==> src/rtl/mem_pkg.sv <==
// Shared types and constants for the word memory and its copy engine.
package mem_pkg;

  localparam int WORD_BYTES = 4;
  localparam int ADDR_W     = 8;
  localparam int WORD_STEP  = WORD_BYTES;
  localparam int DATA_W     = 8 * WORD_BYTES;

  typedef enum logic [2:0] {
    IDLE,
    READ,
    WAIT,
    WRITE,
    DONE
  } state_t;

endpackage

==> src/rtl/mem_copy_engine.sv <==
// Block-copy bus master for the word memory: per word, read src, wait one
// cycle for the read data, then write it to dst.
module mem_copy_engine
  import mem_pkg::*;
#(
  parameter int W      = mem_pkg::WORD_BYTES,
  parameter int Addr_W = mem_pkg::ADDR_W
) (
  input  logic              clk,
  input  logic              reset,
  input  logic              inp_start,
  input  logic [Addr_W-1:0] inp_src_addr,
  input  logic [Addr_W-1:0] inp_dst_addr,
  input  logic [Addr_W-1:0] inp_word_count,
  input  logic [8*W-1:0]    inp_mem_read_data,
  output logic [Addr_W-1:0] out_mem_address,
  output logic [8*W-1:0]    out_mem_data,
  output logic              out_mem_write_enable,
  output logic              out_busy,
  output logic              out_done,
  output logic [Addr_W-1:0] out_words_copied
);

  localparam logic [Addr_W-1:0] STEP = Addr_W'(W);
  localparam logic [Addr_W-1:0] ONE  = Addr_W'(1);

  state_t            state;
  state_t            state_nxt;
  logic [Addr_W-1:0] src;
  logic [Addr_W-1:0] dst;
  logic [Addr_W-1:0] remaining;
  logic [Addr_W-1:0] words_copied;
  logic [8*W-1:0]    data_latch;

  always_ff @(posedge clk or posedge reset) begin
    if (reset) state <= IDLE;
    else       state <= state_nxt;
  end

  // Bus outputs decode from the state register only, so an async reset
  // drops write_enable at once rather than at the next edge.
  always_comb begin
    state_nxt            = state;
    out_mem_address      = '0;
    out_mem_data         = '0;
    out_mem_write_enable = 1'b0;
    out_busy             = 1'b0;
    out_done             = 1'b0;
    case (state)
      IDLE: begin
        if (inp_start) state_nxt = (inp_word_count == '0) ? DONE : READ;
      end
      READ: begin
        out_mem_address = src;
        out_busy        = 1'b1;
        state_nxt       = WAIT;
      end
      WAIT: begin
        out_mem_address = src;
        out_busy        = 1'b1;
        state_nxt       = WRITE;
      end
      WRITE: begin
        out_mem_address      = dst;
        out_mem_data         = data_latch;
        out_mem_write_enable = 1'b1;
        out_busy             = 1'b1;
        state_nxt            = (remaining == ONE) ? DONE : READ;
      end
      DONE: begin
        out_done  = 1'b1;
        state_nxt = IDLE;
      end
      default: state_nxt = IDLE;
    endcase
  end

  // Address arithmetic wraps modulo 2^Addr_W by design.
  always_ff @(posedge clk or posedge reset) begin
    if (reset) begin
      src          <= '0;
      dst          <= '0;
      remaining    <= '0;
      words_copied <= '0;
      data_latch   <= '0;
    end else begin
      case (state)
        IDLE: begin
          if (inp_start) begin
            src          <= inp_src_addr;
            dst          <= inp_dst_addr;
            remaining    <= inp_word_count;
            words_copied <= '0;
          end
        end
        WAIT: data_latch <= inp_mem_read_data;
        WRITE: begin
          src          <= src + STEP;
          dst          <= dst + STEP;
          remaining    <= remaining - ONE;
          words_copied <= words_copied + ONE;
        end
        default: ;
      endcase
    end
  end

  assign out_words_copied = words_copied;

endmodule

==> config.mk <==
export PLATFORM = sky130hd
export DESIGN_NAME = mem_copy_engine
export DESIGN_NICKNAME = d
export VERILOG_FILES = /design/src/rtl/mem_pkg.sv /design/src/rtl/mem_copy_engine.sv
export SDC_FILE = /design/constraint.sdc
export NUM_CORES = 1
export LEC_CHECK = 0
export BUFFER_PORTS_ARGS = -buffer_cell sky130_fd_sc_hd__buf_4
export CAP_MARGIN = 25
export CELL_PAD_IN_SITES_DETAIL_PLACEMENT = 1
export CELL_PAD_IN_SITES_GLOBAL_PLACEMENT = 2
export CORE_ASPECT_RATIO = 0.8
export CORE_MARGIN = 10
export CORE_UTILIZATION = 31
export DETAILED_ROUTE_END_ITERATION = 12
export GPL_ROUTABILITY_DRIVEN = 0
export PLACE_DENSITY = 0.85
export SYNTH_ARGS = -nofsm -noshare
export SYNTH_HDL_FRONTEND = slang
export SYNTH_SLANG_ARGS = --single-unit
export TNS_END_PERCENT = 30
==> constraint.sdc <==
create_clock -name clk -period 2.1 [get_ports clk]
set_input_delay 0.105 -clock clk [delete_from_list [all_inputs] [get_ports clk]]
set_output_delay 0.105 -clock clk [all_outputs]
set_load 0.03 [all_outputs]
==> results.md, run 1 <==
- Post-synthesis sequential area ratio: 48.98%
- Number of global-route vias before repair: 3071
- Adder-cell share of the synthesized area: 1.827%
- Yosys top cell area share: about half
- NetSw: roughly 3600 uW
- Critical path buffer and inverter count: 3
- Rows: 34
- Flop pwr share: 28.9%
- Syn_nets: between 300 and 400
- Routed WL: 10690 um
- Slew Limit Headroom: between 60% and 70%
- Largest family of logic cells by synthesized area: simple AND/OR/NAND/NOR gates
- Clock power share: 19.3%
- Unrepaired setup endpoints after global routing: false
- Hold Path Class: input pin to flop
- Worst-Margin Slew: 547.9 ps
- Tot GR Track Use: 13.46%
- Post-DRT Antenna Nets: 0
- Critical path launch point type: flop
- #FFs+latches synth: between 60 and 70
- Peak Freq: 506.6 MHz
- Iteration-0 DRC Markers: 137
- Share of cells above drive strength 1: 41.88%
- Fin Clk Skew: 6.885 ps
- CTS tree: built
- Io pins: 110
- Die Area: 15670 um2
- Combinational power share: between 50 and 60%
- Via count: about 2900
- Final hold vios: 0
- Flop2flop setup slack: 200 ps
- Area growth syn-to-layout: 42.73%
- Simple-Gate Fraction of Synth Area: 18.53%
- Outcome: finished, final reports clean
- Syn Inst Count: about 310
- Die X-Extent: 137.5 um
- Crit. End Element: output pin
- Setup_tns: 0 ps
- Synth Area in Compound Gates: 10.75%
- Post-CTS setup buffer count: 0
- Final period util: 94.00%
- Clk sinks: 67
- Grt ovf: 0
- First-pass GRT wire length: 16730 um
- Die Y: 114.0 um
- Worst skew pair latency: 330 ps
- Xor-xnor portion of the synthesized cell area: less than 1%
- Post-route minimum period: 1974 ps
- Via-to-Cell Ratio: 4.962
- VDD IR max: 1.021 mV
- Worst Setup Slack, final: between 100 and 150 ps
- Pwr dens: approximately 1700 nW/um2
- Setup slack at placement: 216.3 ps
- Synthesized area: 3423 um2
- Mux cell area share after synthesis: 15.06%
- Drt first pass iters: 4
- Lkg Pwr: 0.002225 uW
- Htree depth: 3
- PortBufs: 109
- Antenna violations before repair: 1
- Post-DP HPWL: 7647 um
- Slew Viols, Final: 0
- Netlist cell types: 50
- CP max stage cell: dfrtp_1
- Internal Power: 4966 uW
- Core footprint: 10850 um2
- Inserted Clock Buffers: 9
- Crit path kind: flop to output pin
- Clock root cell: clkbuf_16
- Final net count: ~500
- CP Max Fanout: between 40 and 50
- Drt wl/cell: 18.37 um
- Largest net degree at the start of global routing: 46
- Syn. warnings: 0
- Most frequent cells in the layout: buf_4, dfrtp_1, mux2_2, and2_1, nand2_1
- Commonest non-fill, non-tap cell in the layout: buf_4
- Area leader, netlist: dfrtp_1
- Starting density of the core: 31.56%
- CTS Buffer Depth: 2
- Worst Path Required: about 2000 ps
- Sw Ratio: 41.80%
- Area post-placement: between 4000 and 5000 um2
- Area contributors post-synth: dfrtp_1, mux2_2, and2_1
- Final instance area: slightly below 5000 um2
- Mean Syn Cell Area: 10.94 um2
- Max Cap Viol: 0
- Clk slew on worst S/H paths: 50 ps
- Final setup fails: 0
- Cell family with most CP delay: buffers and inverters
- CP Data Arrival Time: 1870 ps
- Ordered list of cells on the worst path: nand3b_1, inv_2, buf_8, a22o_1, buf_4
- Critical Path Max Stage Delay: between 500 and 600 ps
- Residual DRC: 0
[cell type report]
cell class,instances,area (um2)
antenna,1,2.502
clock buffer,12,256.5
clock inverter,4,72.57
fill,1177,5962
inverter,11,41.29
multi-input combinational,213,1603
sequential,67,1677
tap,144,180.2
timing repair buffer,130,1054
[power groups by stage]
stage               clock (uW)  combinational (uW)  sequential, uW
detailed placement           0                4420            2480
global route              1760                4770            2580
global placement             0                4320            2440
floorplan                    0                2980            2370
finish                    1650                4420            2460
CTS                       1690                4460            2470
[synth_stat cells (all sizes together)]
| master | number |
|---|---|
| mux2i | 11 |
| and3 | 1 |
| a221o | 3 |
| nor4b | 1 |
| a221oi | 1 |
| o22ai | 3 |
| nand2b | 1 |
| o22a | 1 |
| nand2 | 26 |
| o21a | 1 |
| ha | 5 |
| xnor2 | 1 |
| a41oi | 1 |
| nor2 | 11 |
| nor4 | 5 |
| a211oi | 1 |
| o311ai | 6 |
| or3 | 2 |
| o21ai | 1 |
| or4b | 2 |
| a311oi | 1 |
| mux2 | 36 |
| o31ai | 1 |
| nand4 | 4 |
| a21oi | 5 |
| a31oi | 2 |
| nand4b | 1 |
| nand3 | 16 |
| or4 | 3 |
| nor3b | 2 |
| o211ai | 3 |
| or2 | 1 |
| or4bb | 1 |
| nand3b | 1 |
| buf | 16 |
| inv | 11 |
| o221a | 5 |
| clkbuf | 6 |
| nor3 | 4 |
| a211o | 1 |
| a22o | 9 |
| and2 | 33 |
| dfrtp | 67 |
[flip-flops by register name, indices dropped and copies added (netlist names)]
| register | flops |
|---|---|
| dst | 8 |
| state | 3 |
| remaining | 8 |
| out_words_copied | 8 |
| data_latch | 32 |
| src | 8 |
[logic make-up after synthesis]
group           Yosys count
compound gates           45
xor+xnor                  1
flops                    67
fa+ha+maj                 5
mux                      47
simple gates            115
buf+inv                  33
[per-layer routing]
layer,share of wire [%],track usage [%]
met2,47,21.33
met5,0,0
met1,45,16.80
met3,7.6,5.492
met4,0.36,2.875
[per-stage QoR]
stage | instances | hold WS [ps] | total power, uW | utilization, %
detailed placement | 552 | 200.3 | 6900 | 40.69
CTS | 575 | 0.1678 | 8618 | 44.43
floorplan | 313 | 210.4 | 5356 | -
finish | 582 | 11.34 | 8533 | 45.04
global route | 582 | 0.002609 | 9109 | 45.04
global placement | 552 | 196.8 | 6757 | 40.69
[worst paths after layout]
kind,end,cells past startpoint,startpoint
setup / recovery,out_mem_address[7],5,state[2]$_DFFE_PP0P_
hold / removal,data_latch[19]$_DFFE_PP0N_,2,inp_mem_read_data[19]
setup reg to reg,remaining[6]$_DFFE_PP0P_,5,remaining[0]$_DFFE_PP0P_
hold reg to reg,src[1]$_DFFE_PP0P_,2,src[1]$_DFFE_PP0P_
max in group asynchronous,out_words_copied[3]$_DFFE_PP0P_,4,reset
min in group asynchronous,data_latch[24]$_DFFE_PP0N_,3,reset
[what timing repair did]
item,4_1_cts,5_1_grt
resized for setup,2,1
pin swaps,0,0
hold buffers,7,6
endpoints found under the setup margin,7,8
endpoints found under the hold margin,30,6
(Power assumes the default switching activity.)
==> run 2: changes to the inputs <==
--- a/config.mk
+++ b/config.mk
@@ -5,16 +5,16 @@
 export SDC_FILE = /design/constraint.sdc
 export NUM_CORES = 1
 export LEC_CHECK = 0
-export BUFFER_PORTS_ARGS = -buffer_cell sky130_fd_sc_hd__buf_4
+export BUFFER_PORTS_ARGS = -buffer_cell sky130_fd_sc_hd__buf_2
 export CAP_MARGIN = 25
 export CELL_PAD_IN_SITES_DETAIL_PLACEMENT = 1
 export CELL_PAD_IN_SITES_GLOBAL_PLACEMENT = 2
 export CORE_ASPECT_RATIO = 0.8
 export CORE_MARGIN = 10
-export CORE_UTILIZATION = 31
+export CORE_UTILIZATION = 28
 export DETAILED_ROUTE_END_ITERATION = 12
 export GPL_ROUTABILITY_DRIVEN = 0
-export PLACE_DENSITY = 0.85
+export PLACE_DENSITY = 0.81
 export SYNTH_ARGS = -nofsm -noshare
 export SYNTH_HDL_FRONTEND = slang
 export SYNTH_SLANG_ARGS = --single-unit
==> constraint.sdc (replaced) <==
create_clock -name clk -period 1.7 [get_ports clk]
set_input_delay 0.085 -clock clk [delete_from_list [all_inputs] [get_ports clk]]
set_output_delay 0.085 -clock clk [all_outputs]
set_load 0.03 [all_outputs]
==> run 2 against run 1 <==
Against the previous run:
- the flow now finishes with violations (setup timing)
- flip-flop and latch count unchanged
- global-route usage barely moved
- register-to-register slack worse by 260 ps
- worst hold slack got worse by 6.4 ps
- sequential power rose by 22%
- setup slack got worse by 180 ps
==> results.md, run 2 (synthesized netlist as in run 1, its figures left out) <==
- Failing checks: setup timing
- Met3 Usage GRT: 4.925% (was 5.492%)
- Die X-Extent: 143.6 um (was 137.5 um)
- Max FFs per register: 32 (unchanged)
- Lkg Pwr: 0.002398 uW (was 0.002225 uW)
- Peak Freq: 569.1 MHz
- Clk slew on worst S/H paths: 50 ps (about the same)
- Die Area: 17080 um2 (was 15670 um2)
- Grt ovf: 0 (unchanged)
- Crit path kind: flop to output pin (unchanged)
- Routed WL: 11480 um (was 10690 um)
- Slew Viols, Final: 0 (unchanged)
- Pwr dens: 2118 nW/um2 (was 1746 nW/um2)
- Number of global-route vias before repair: 3478 (was 3071)
- Worst Path Required: 1620 ps (was 2000 ps)
- # fillers: 1353 (was 1177)
- Post-route minimum period: 1757 ps
- First-pass GRT wire length: 18460 um (was 16730 um)
- Hold Path Class: input pin to flop (unchanged)
- Residual DRC: 0 (unchanged)
- Largest net degree at the start of global routing: 35 (was 46)
- Cell family with most CP delay: buffers and inverters (unchanged)
- PortBufs: 109 (unchanged)
- Final period util: 103.4%
- Power Total: 10930 uW (was 8533 uW)
- Clk sinks: 67 (unchanged)
- VDD IR max: 1.470 mV (was 1.021 mV)
- Crit. End Element: output pin (unchanged)
- Ordered list of cells on the worst path: nand3b_1, inv_4, buf_12, a22o_1, buf_6 (was nand3b_1, inv_2, buf_8, a22o_1, buf_4)
- Post-DP HPWL: 7767 um (was 7647 um)
- Critical path buffer and inverter count: 3 (unchanged)
- GR peak layer: met2 (unchanged)
- Post-DRT Antenna Nets: 0 (unchanged)
- Most flops, register: data_latch (unchanged)
- Htree depth: 3 (unchanged)
- Combined area of the multi-input logic cells: 1657 um2 (was 1603 um2)
- Starting density of the core: 28.36% (was 31.56%)
- Commonest non-fill, non-tap cell in the layout: buf_2 (was buf_4)
- Inserted Clock Buffers: 9 (unchanged)
- FF/Latch Area: 1678 um2 (was 1677 um2)
- Fin Clk Skew: 4.772 ps (was 6.885 ps)
- Drt first pass iters: 4 (unchanged)
- Critical path launch point type: flop (unchanged)
- Final net count: 540 (was 496)
- Rows: 36 (was 34)
- Setup slack at placement: -62.53 ps (was 216.3 ps)
- Antenna violations before repair: 0 (was 1)
- CP Data Arrival Time: 1670 ps (was 1870 ps)
- Worst skew pair latency: 320 ps (was 330 ps)
- CP Max Fanout: 13 (was 45)
- Max Cap Viol: 0 (unchanged)
- Slew Limit Headroom: 56.57% (was 63.42%)
- GRT met2 Usage: 22.06% (was 21.33%)
- Drt wl/cell: 18.14 um (was 18.37 um)
- Final setup fails: 24 (was 0)
- Most frequent cells in the layout: buf_2, dfrtp_1, mux2_2, dlygate4sd3_1, and2_1 (was buf_4, dfrtp_1, mux2_2, and2_1, nand2_1)
- Io pins: 110 (unchanged)
- Grt met1 use: 16.34% (was 16.80%)
- Area post-placement: 4293 um2 (was 4414 um2)
- Outcome: finished with violations (was finished, final reports clean)
- CP max stage cell: dfrtp_1 (unchanged)
- Clock root cell: clkbuf_16 (unchanged)
- Iteration-0 DRC Markers: 136 (was 137)
- Final hold vios: 0 (unchanged)
- CTS Buffer Depth: 2 (unchanged)
- Via count: 3086 (was 2888)
- Layout Utilization: 42.77% (was 45.04%)
- Core footprint: 12070 um2 (was 10850 um2)
- Final instance area: 5162 um2 (was 4886 um2)
- CTS tree: built (unchanged)
- Ant. Diodes: 0 (was 1)
- Critical Path Max Stage Delay: 390 ps (was 510 ps)
- Share of cells above drive strength 1: 43.66% (was 41.88%)
- Tot GR Track Use: 13.41% (was 13.46%)
- Setup_tns: -373.2 ps (was 0 ps)
- Area growth syn-to-layout: 50.80% (was 42.73%)
- Via-to-Cell Ratio: 4.875 (was 4.962)
- Unrepaired setup endpoints after global routing: true (was false)
- Worst Setup Slack, final: -57.07 ps (was 126.1 ps)
- Worst-Margin Slew: 645.4 ps (was 547.9 ps)
- Die Y: 118.9 um (was 114.0 um)
==> run 2: cell types whose count changed in the layout (fill, tap and decap cells not counted), sizes merged <==
cell	before	now
clkinv	1	2
diode	1	0
inv	11	10
bufbuf	0	1
clkbuf	12	14
bufinv	2	0
dlygate4sd3	13	36
buf	117	137
==> run 2: stage by stage <==
step / cells / hold slack, ps
6_report: 633 / 4.943
4_1_cts: 629 / 0.6737
3_5_place_dp: 573 / 258.5
5_1_grt: 633 / 2.132
2_1_floorplan: 313 / 190.4
3_3_place_gp: 573 / 239.1
==> run 2: final cells by class <==
cell class,instances,share of cell area (%)
Clock buffer,14,5.114
Timing Repair Buffer,174,25.50
Multi-Input combinational cell,213,32.09
Inverter,11,0.9210
Tap cell,152,3.684
Sequential cell,67,32.50
Clock inverter,2,0.1939
==> run 2: metal layers <==
metal	part of all wire, %	vias to the layer above
met4	1.1	0
met3	7.5	11
li1	-	1464
met2	46	99
met5	0	-
met1	45	1512
==> run 2: final timing paths <==
path / startpoint / endpoint / slack, ps / cells after the start
worst max-delay path: state[2]$_DFFE_PP0P_ / out_mem_address[5] / -60 / 5
worst min-delay path: inp_word_count[7] / remaining[7]$_DFFE_PP0P_ / 5 / 3
worst max register to register: state[2]$_DFFE_PP0P_ / src[5]$_DFFE_PP0P_ / -60 / 5
worst min register to register: dst[1]$_DFFE_PP0P_ / dst[1]$_DFFE_PP0P_ / 480 / 2
max in group asynchronous: reset / state[0]$_DFFE_PP0P_ / 880 / 4
min in group asynchronous: reset / data_latch[8]$_DFFE_PP0N_ / 450 / 4
==> run 2: what timing repair did <==
item | CTS | global route
hold buffers | 36 | 0
pin swaps | 1 | 3
buffers inserted | 2 | 3
resized for setup | 27 | 17
gates cloned | 2 | 1
hold endpoints to repair | 102 | 0
setup endpoints to repair | 43 | 61
==> run 2: worst min-delay path: cells and delay by family <==
family	cells	cell delay, ps
compound gates	1	70
buf+inv	1	90
simple gates	1	50
==> run 2: power breakdown <==
part / switching, uW / leakage (uW) / internal [uW] / total [uW]
clock: 662 / 0.000137 / 1060 / 1730
combinational: 3350 / 0.00146 / 2850 / 6200
sequential: 623 / 0.000800 / 2390 / 3010
total: 4640 / 0.00240 / 6290 / 10900
==> run 3: changes to the inputs <==
--- a/config.mk
+++ b/config.mk
@@ -5,13 +5,14 @@
 export SDC_FILE = /design/constraint.sdc
 export NUM_CORES = 1
 export LEC_CHECK = 0
+export ABC_AREA = 1
 export BUFFER_PORTS_ARGS = -buffer_cell sky130_fd_sc_hd__buf_2
 export CAP_MARGIN = 25
 export CELL_PAD_IN_SITES_DETAIL_PLACEMENT = 1
 export CELL_PAD_IN_SITES_GLOBAL_PLACEMENT = 2
 export CORE_ASPECT_RATIO = 0.8
 export CORE_MARGIN = 10
-export CORE_UTILIZATION = 28
+export CORE_UTILIZATION = 25
 export DETAILED_ROUTE_END_ITERATION = 12
 export GPL_ROUTABILITY_DRIVEN = 0
 export PLACE_DENSITY = 0.81
==> run 3 against run 2 <==
Against the previous run:
- the run now ends clean
- core utilization down 6.6 points
- combinational power up 3%
- clock power up 7%
- flip-flop and latch count unchanged
- sequential share of layout area up 1.5 points
- sequential power down 7.6%
- critical path type unchanged
- largest cell class unchanged
- largest power group unchanged
==> results.md, run 3 <==
- Final hold vios: 0 (unchanged)
- Worst skew pair latency: 330 ps (was 320 ps)
- Syn Inst Count: 460 (was 313)
- First-pass GRT wire length: 19150 um (was 18460 um)
- Die Area: 19320 um2 (was 17080 um2)
- Outcome: finished, final reports clean (was finished with violations)
- Yosys top cell area share: 47.45% (was 48.98%)
- Most flops, register: data_latch (unchanged)
- Most frequent cells in the layout: buf_2, nor2_1, inv_1, nand2_1, dfrtp_1 (was buf_2, dfrtp_1, mux2_2, dlygate4sd3_1, and2_1)
- Critical path launch point type: flop (unchanged)
- Area contributors post-synth: dfrtp_1, nor2_1, inv_1 (was dfrtp_1, mux2_2, and2_1)
- Most frequent cells after synthesis: nor2_1, inv_1, dfrtp_1, nand2_1, a21oi_1 (was dfrtp_1, mux2_2, and2_1)
- VDD IR max: 0.9430 mV (was 1.470 mV)
- Unrepaired setup endpoints after global routing: true (unchanged)
- Max FFs per register: 32 (unchanged)
- Residual DRC: 0 (unchanged)
- Max Cap Viol: 0 (unchanged)
- Share of cells above drive strength 1: 29.30% (was 43.66%)
- Fin Clk Skew: 6.154 ps (was 4.772 ps)
- Peak Freq: 597.0 MHz (was 569.1 MHz)
- R2R cell count: 7 (was 5)
- CTS tree: built (unchanged)
- Lkg Pwr: 0.002625 uW (was 0.002398 uW)
- Area post-placement: 4320 um2 (was 4293 um2)
- Setup_tns: 0 ps (was -373.2 ps)
- CP Max Fanout: 16 (was 13)
- Antenna violations before repair: 0 (unchanged)
- Post-synth EDFFs: 0 (unchanged)
- Slew Limit Headroom: 56.17% (was 56.57%)
- Starting density of the core: 25.80% (was 28.36%)
- Die X-Extent: 152.9 um (was 143.6 um)
- Area leader, netlist: dfrtp_1 (unchanged)
- Ant. Diodes: 0 (unchanged)
- Number of global-route vias before repair: 3781 (was 3478)
- Routed WL: 11660 um (was 11480 um)
- Drt first pass iters: 4 (unchanged)
- Synthesized area: 3533 um2 (was 3423 um2)
- Final period util: 98.53% (was 103.4%)
- Final net count: 663 (was 540)
- Worst hold path cell count: 3 (unchanged)
- Netlist cell types: 26 (was 50)
- Most frequent cell after synthesis: nor2_1 (was dfrtp_1)
- Worst Setup Slack, final: 24.93 ps (was -57.07 ps)
- Post-route minimum period: 1675 ps (was 1757 ps)
- Syn. warnings: 0 (unchanged)
- Final setup fails: 0 (was 24)
- Io pins: 110 (unchanged)
- Slew Viols, Final: 0 (unchanged)
- Core footprint: 13690 um2 (was 12070 um2)
- Inserted Clock Buffers: 9 (unchanged)
- #FFs+latches synth: 67 (unchanged)
- Grt ovf: 0 (unchanged)
- Mean Syn Cell Area: 7.681 um2 (was 10.94 um2)
- Area growth syn-to-layout: 39.98% (was 50.80%)
- Final instance area: 4946 um2 (was 5162 um2)
- Largest net degree at the start of global routing: 65 (was 35)
- Rows: 38 (was 36)
- Post-DP HPWL: 8755 um (was 7767 um)
- Layout Utilization: 36.12% (was 42.77%)
- Pwr dens: 2226 nW/um2 (was 2118 nW/um2)
- Worst-Margin Slew: 656.1 ps (was 645.4 ps)
- Clk sinks: 67 (unchanged)
- Tot GR Track Use: 11.87% (was 13.41%)
- Post-synthesis sequential area ratio: 47.45% (was 48.98%)
- Iteration-0 DRC Markers: 121 (was 136)
- PortBufs: 109 (unchanged)
- Drt wl/cell: 14.87 um (was 18.14 um)
- Via count: 3445 (was 3086)
- Hold Path Class: input pin to flop (unchanged)
- Setup slack at placement: 131.2 ps (was -62.53 ps)
- Syn_nets: 524 (was 377)
- Via-to-Cell Ratio: 4.394 (was 4.875)
- Crit. End Element: output pin (unchanged)
- CTS Buffer Depth: 2 (unchanged)
- Main synth FF type: dfrtp_1 (unchanged)
- Ys async rst share: 100.0% (unchanged)
- Flop2flop setup slack: 180 ps (was -60 ps)
- Clock root cell: clkbuf_16 (unchanged)
- Worst Path Required: 1620 ps (about the same)
- Commonest non-fill, non-tap cell in the layout: buf_2 (unchanged)
- Crit path kind: flop to output pin (unchanged)
- CP Data Arrival Time: 1590 ps (was 1670 ps)
- Final Hold Slack: 5.101 ps (was 4.943 ps)
- Htree depth: 3 (unchanged)
- Clk slew on worst S/H paths: 60 ps (was 50 ps)
- Post-DRT Antenna Nets: 0 (unchanged)
- Die Y: 126.3 um (was 118.9 um)
==> run 3: cell count changes in the layout (fill, tap and decap cells not counted), sizes merged, moves of 33 or more <==
cell   delta
mux2     -36
nor2     +85
inv      +68
nand2    +43
and2     -33
a21oi    +40
==> run 3: kinds of logic after synthesis <==
family | count (synthesis) | synth area share [%]
xor+xnor | 2 | 0.4958
flops | 67 | 47.45
simple gates | 195 | 22.77
compound gates | 93 | 15.09
fa+ha+maj | 5 | 1.771
buf+inv | 98 | 12.43
==> run 3: critical path: stages, from the launching register on <==
cell and delay [ps]:
dfrtp_2 430, inv_2 90, nand3_4 150, buf_8 190
o22ai_1 190, buf_4 200
==> run 3: per-stage QoR <==
stage,total power (uW),instances
2_1_floorplan,6964,460
3_3_place_gp,8507,742
3_5_place_dp,8679,742
4_1_cts,10800,776
5_1_grt,11920,784
6_report,11010,784
==> run 3: final cells by class <==
cell class | instances | area [um2]
clock buffer | 11 | 242.7
clock inverter | 5 | 52.55
fill | 1695 | 8747
inverter | 79 | 302.8
multi-input combinational | 295 | 1466
sequential | 67 | 1680
tap | 180 | 225.2
timing repair buffer | 147 | 975.9
==> run 3: path summary, 6_finish.rpt <==
kind                                        endpoint                  from
setup / recovery                  out_mem_address[2]  state[2]$_DFFE_PP0P_
hold reg to reg                   src[1]$_DFFE_PP0P_    src[1]$_DFFE_PP0P_
hold / removal             data_latch[7]$_DFFE_PP0N_  inp_mem_read_data[7]
max in group asynchronous  data_latch[4]$_DFFE_PP0N_                 reset
min in group asynchronous         src[1]$_DFFE_PP0P_                 reset
setup reg to reg                  dst[6]$_DFFE_PP0P_  state[2]$_DFFE_PP0P_
==> run 3: repair_timing <==
action	4_1_cts	5_1_grt
setup buffers	4	8
hold buffers	14	0
endpoints found under the setup margin	40	16
resized for setup	11	25
pin swaps	2	4
endpoints found under the hold margin	37	0
==> run 3: routing by layer <==
metal	wire, um	global-route usage (%)	vias up
met5	0	0	-
met3	539	3.208	10
met1	5466	14.99	1645
li1	-	-	1721
met4	132	3.527	0
met2	5521	19.47	69
==> run 3: where the power goes <==
part	leakage, uW	switching, uW	internal, uW
combinational	0.00171	4210	2160
clock	0.000145	687	1170
sequential	0.000773	428	2350
